--- config.mk ---
export PLATFORM = sky130hd
export DESIGN_NAME = console_tx_fifo
export DESIGN_NICKNAME = d
export VERILOG_FILES = /design/src/rtl/console_tx_fifo.sv
export SDC_FILE = /design/constraint.sdc
export NUM_CORES = 1
export LEC_CHECK = 0
export CAP_MARGIN = 20
export CORE_MARGIN = 1.5
export CORE_UTILIZATION = 55
export CTS_CLUSTER_DIAMETER = 60
export DETAILED_ROUTE_END_ITERATION = 10
export GPL_TIMING_DRIVEN = 0
export PLACE_DENSITY = 0.89
export SYNTH_ARGS = -nofsm -noshare
export SYNTH_HDL_FRONTEND = slang
export SYNTH_SLANG_ARGS = --single-unit
--- constraint.sdc ---
create_clock -name i_clk -period 8.8 [get_ports i_clk]
set_clock_uncertainty 0.1 [all_clocks]
set_input_delay 2.2 -clock i_clk [delete_from_list [all_inputs] [get_ports i_clk]]
set_output_delay 2.2 -clock i_clk [all_outputs]
set_load 0.01 [all_outputs]
--- src/rtl/console_tx_fifo.sv ---
// rtl/console_tx_fifo.sv - Wishbone-fed byte FIFO draining to the console stb/ack port.
// Optional CONSOLE_TX_OVERFLOW_DROP_EN: full-FIFO writes are acked and dropped, setting sticky ovf.
module console_tx_fifo #(
   parameter int DEPTH = 16
) (
   input  logic        i_clk,
   input  logic        i_reset,
   input  logic        i_wb_stb,
   input  logic        i_wb_we,
   input  logic        i_wb_addr,
   input  logic [31:0] i_wb_data,
   output logic [31:0] o_wb_data,
   output logic        o_wb_ack,
   output logic        o_wb_stall,
   output logic        o_con_stb,
   output logic [31:0] o_con_data,
   input  logic        i_con_ack,
   input  logic        i_con_stall
);
   localparam int AW = $clog2(DEPTH);
   localparam int CW = AW + 1;

   typedef enum logic [1:0] {S_IDLE, S_REQ, S_WAIT} state_t;
   state_t state, state_next;

   logic [7:0]    mem [DEPTH];
   logic [AW-1:0] wr_ptr, rd_ptr;
   logic [CW-1:0] count;
   logic          ovf, full, empty, is_data, accept, push, pop, load;
   logic          ovf_set, ovf_clr;
   logic [31:0]   status_word;
   logic          unused_wb_data;

   assign full    = (count == CW'(DEPTH));
   assign empty   = (count == '0);
   assign is_data = (i_wb_addr == 1'b0);

`ifdef CONSOLE_TX_OVERFLOW_DROP_EN
   assign o_wb_stall = 1'b0;
   assign ovf_set    = accept && i_wb_we && is_data && full;
   assign ovf_clr    = accept && i_wb_we && !is_data && i_wb_data[2];
`else
   // Stall looks at the registered fill level, so a same-cycle pop never frees the slot.
   assign o_wb_stall = i_wb_stb && i_wb_we && is_data && full;
   assign ovf_set    = 1'b0;
   assign ovf_clr    = 1'b0;
`endif

   assign accept         = i_wb_stb && !o_wb_stall;
   assign push           = accept && i_wb_we && is_data && !full;
   assign status_word    = {16'h0, 8'(count), 5'h0, ovf, full, empty};
   assign unused_wb_data = ^i_wb_data[31:8];

   always_ff @(posedge i_clk) begin
      if (push)
         mem[wr_ptr] <= i_wb_data[7:0];
   end

   always_ff @(posedge i_clk) begin
      if (i_reset) begin
         wr_ptr <= '0;
         rd_ptr <= '0;
         count  <= '0;
         ovf    <= 1'b0;
      end else begin
         if (push)
            wr_ptr <= wr_ptr + 1'b1;
         if (pop)
            rd_ptr <= rd_ptr + 1'b1;
         case ({push, pop})
            2'b10:   count <= count + 1'b1;
            2'b01:   count <= count - 1'b1;
            default: count <= count;
         endcase
         if (ovf_set)
            ovf <= 1'b1;
         else if (ovf_clr)
            ovf <= 1'b0;
      end
   end

   always_ff @(posedge i_clk) begin
      if (i_reset) begin
         o_wb_ack  <= 1'b0;
         o_wb_data <= 32'h0;
      end else begin
         o_wb_ack  <= accept;
         o_wb_data <= (accept && !i_wb_we && !is_data) ? status_word : 32'h0;
      end
   end

   always_ff @(posedge i_clk) begin
      if (i_reset) begin
         state      <= S_IDLE;
         o_con_data <= 32'h0;
      end else begin
         state <= state_next;
         if (load)
            o_con_data <= {24'h0, mem[rd_ptr]};
      end
   end

   // The head is popped as soon as the console takes the strobe; the ack only releases WAIT.
   always_comb begin
      state_next = state;
      pop        = 1'b0;
      load       = 1'b0;
      case (state)
         S_IDLE: begin
            if (!empty) begin
               load       = 1'b1;
               state_next = S_REQ;
            end
         end
         S_REQ: begin
            if (!i_con_stall) begin
               pop        = 1'b1;
               state_next = S_WAIT;
            end
         end
         S_WAIT: begin
            if (i_con_ack)
               state_next = S_IDLE;
         end
         default: state_next = S_IDLE;
      endcase
   end

   assign o_con_stb = (state == S_REQ);
endmodule

==> key figures <==
Route
  – Drt first-iter violations: between 400 and 500
  – Antenna-violating nets left: 0
  – Final wirelength: 13700 µm
  – DRC errors left: 0
  – DR WL/cell: 19.5 µm
  – Total iterations of the first detailed-routing run: 5
  – Via density: 5.60
  – DR vias: between 3000 and 4000

Synthesis
  – Largest area contributor in the netlist: edfxtp_1
  – Yosys top cell area share: 0.572
  – Yosys warns: 0
  – Yosys cell types: 49
  – Cells after synthesis: 442
  – Top_reg_cell synth: edfxtp_1
  – Asr flop ratio synth: 0
  – EDFF count, synth: 128
  – Most frequent cells after synthesis: edfxtp_1 (128), buf_4 (50), nor2_1 (36)
  – Seq cells post-synth: between 150 and 200
  – Ranking of synthesized cells by area: edfxtp_1 (57%), dfxtp_1 (9.2%), buf_4 (5.6%)
  – Cell area after synthesis: 6720 µm²
  – Register area share after synthesis: 0.664
  – Syn avg cell area: 15.2 µm²
  – Dominant cell by count in the synthesized netlist: edfxtp_1

Timing
  – Relative slew slack: 0.477
  – Final worst-path cycle share: 0.672
  – RSZ-0062 raised after global routing: no
  – Final Setup Violations: 0
  – Fin. max-slew vios: 0
  – Peak Freq: 169 MHz
  – Fin. Hold Viols: 0
  – Setup TNS: 0 ns
  – PnR worst setup slack: 2.89 ns
  – Hold_ws: 0.422 ns
  – Tightest Pin Transition: 0.781 ns
  – Crit path time final: about 6 ns

Floorplanning
  – Die H: 114 µm
  – Die Area: 12900 µm²
  – Rows: 40
  – Width of the die: roughly 110 µm
  – Ports: approximately 110
  – Core footprint: around 12000 µm²
  – Initial Util: 0.562

CTS
  – Num CTS Buffers: 17
  – Clock latency on the worst-skew pair: approximately 0.42 ns
  – Post-CTS sizing: 0
  – Setup Fix Bufs, Post-CTS: 0
  – Hold Buf Count CTS: 0
  – Clock sinks: between 150 and 200
  – Clock tree from TritonCTS: yes
  – CTS root buffer: clkbuf_16
  – CTS max path bufs: 2
  – H-tree Lvls: 4
  – Clock-pin slew on the worst setup and hold paths: approximately 0.06 ns

Setup path
  – Critical path capture point type: output port
  – Buf/Inv on CP: 2
  – Worst Setup Start Kind: input pin
  – Worst EP required: 6.50 ns
  – CP cell instances: clkdlybuf4s50_1 -> nand3b_1 -> nor2_1 -> clkdlybuf4s50_1
  – Maximum fanout along the worst path: 4
  – Crit Path Class: in -> out
  – Slowest CP cell: clkdlybuf4s50_1
  – Delay-heaviest family, CP: buffers and inverters
  – Crit path DAT: between 3 and 4 ns
  – Slowest stage delay, CP: 0.57 ns
  – Critical path's most frequent cell: clkdlybuf4s50_1

Final layout
  – Diode count: 0
  – Ratio of cells with drive above 1 in the final layout: 0.224
  – Seq. cell area: roughly 4500 µm²
  – Synthesis-to-layout area growth: 18.4%
  – Final #Nets: 591
  – Layout Cells excl Fill: between 700 and 800
  – Fill cell count: 767
  – Area of the multi-input gates: 1900 µm²

Global routing
  – First-pass GRT wire length: 20800 µm
  – GR Overflow Total: 0
  – Initial antenna violation count: 0
  – GRT Util Overall: 0.221
  – Largest net degree at the start of global routing: 17
  – Vias in the first global route: ~3800

Placed design
  – Gpl congestion: approximately 0.9
  – IO buf count: 31
  – Detailed Place HPWL: between 9000 and 10000 µm
  – Placed cells: 671
  – Pre-CTS WS: 2.90 ns

Status
  – Outcome: finished, final reports clean

Pwr
  – Cell Pwr Density: 210 nW/µm²
  – Maximum vdd drop: approximately 0.17 mV
  – P_leak: 0.00279 µW

Job
  – Max_cap viols: 0

Hold path
  – Min-Delay Path Class: reg -> reg
-- cell type report --
cell class              instances  share of cell area
flip-flops and latches        159               0.561
multi-input cells             255               0.238
plain buffers                  70              0.0654
clock buffers                  21              0.0553
repair buffers                 35              0.0427
well taps                     147              0.0231
clock inverters                11              0.0118
inverters                       6             0.00283
-- layout by cell type (no fill, tap or decap), drive strengths merged, types with 2 or more instances in the layout --
cell type	n
edfxtp	128
buf	68
conb	49
nor2	37
mux2i	35
dfxtp	31
clkdlybuf4s50	31
clkbuf	25
nand2	16
mux4	16
o22ai	16
a211oi	10
ha	8
a311oi	8
inv	6
a21oi	6
xor2	6
nor2b	5
nor3	5
clkinvlp	5
and2	5
clkinv	5
nand3	4
nand2b	3
xnor2	3
nand3b	2
and3	2
o21ai	2
mux2	2
a31oi	2
nor3b	2
nor4	2
a211o	2
or3	2
-- where the power goes --
part | total [µW] | internal [µW] | switching [µW]
combinational | 162 | 76.7 | 85.7
clock | 667 | 385 | 281
sequential | 840 | 826 | 13.1
-- worst paths after layout --
path / cells past startpoint / from / slack [ns] / to
worst max-delay path: 4 / i_wb_addr / 2.89 / o_wb_stall
worst min-delay path: 2 / o_con_data[6]$_SDFFE_PP0P_ / 0.42 / o_con_data[6]$_SDFFE_PP0P_
worst min register to register: 2 / o_con_data[6]$_SDFFE_PP0P_ / 0.42 / o_con_data[6]$_SDFFE_PP0P_
worst max register to register: 12 / count[1]$_SDFFE_PP0P_ / 5.67 / count[4]$_SDFFE_PP0P_
-- state kept, by name, indices dropped and copies added (netlist names) --
name        count
rd_ptr          4
o_con_data      8
wr_ptr          4
state           2
o_wb_data       7
mem           128
o_wb_ack        1
count           5
-- per-layer routing --
| metal | GRT usage | wire (µm) | vias up |
|---|---|---|---|
| li1 | - | - | 1768 |
| met2 | 0.382 | 7070 | 224 |
| met5 | 0 | 0 | - |
| met3 | 0.0425 | 958 | 41 |
| met1 | 0.272 | 5240 | 1911 |
| met4 | 0.102 | 439 | 0 |
-- worst register-to-register path, cell delays in order (launching register included) --
cell and delay, ns:
dfxtp_1 0.31, buf_6 0.14, nor4_4 0.51, a21oi_1 0.30, inv_1 0.14, ha_1 0.14, buf_2 0.20, xor2_1 0.18
ha_1 0.24, a21o_1 0.14, nand3_1 0.07, a31oi_1 0.22, mux2_2 0.35
-- metrics by stage --
stage / utilization / instance area [µm²] / total power, µW
after global placement: 0.618 / 7400 / 1000
after detailed placement: 0.620 / 7420 / 1010
after floorplan: - / 6900 / 953
after CTS: 0.665 / 7950 / 1670
final: 0.666 / 7960 / 1670
after global routing: 0.666 / 7960 / 1710
-- logic make-up after synthesis --
family                     Yosys count  share of synthesized area
AOI/OAI and AO/OA                   47                     0.0510
xor gates and xnor gates             9                     0.0117
adders and majority gates            8                     0.0149
buffers and inverters               76                     0.0808
DFF                                159                      0.664
muxes                               53                      0.109
other                                1                   0.000558
and+or+nand+nor                     89                     0.0679
(Power assumes the default switching activity.)
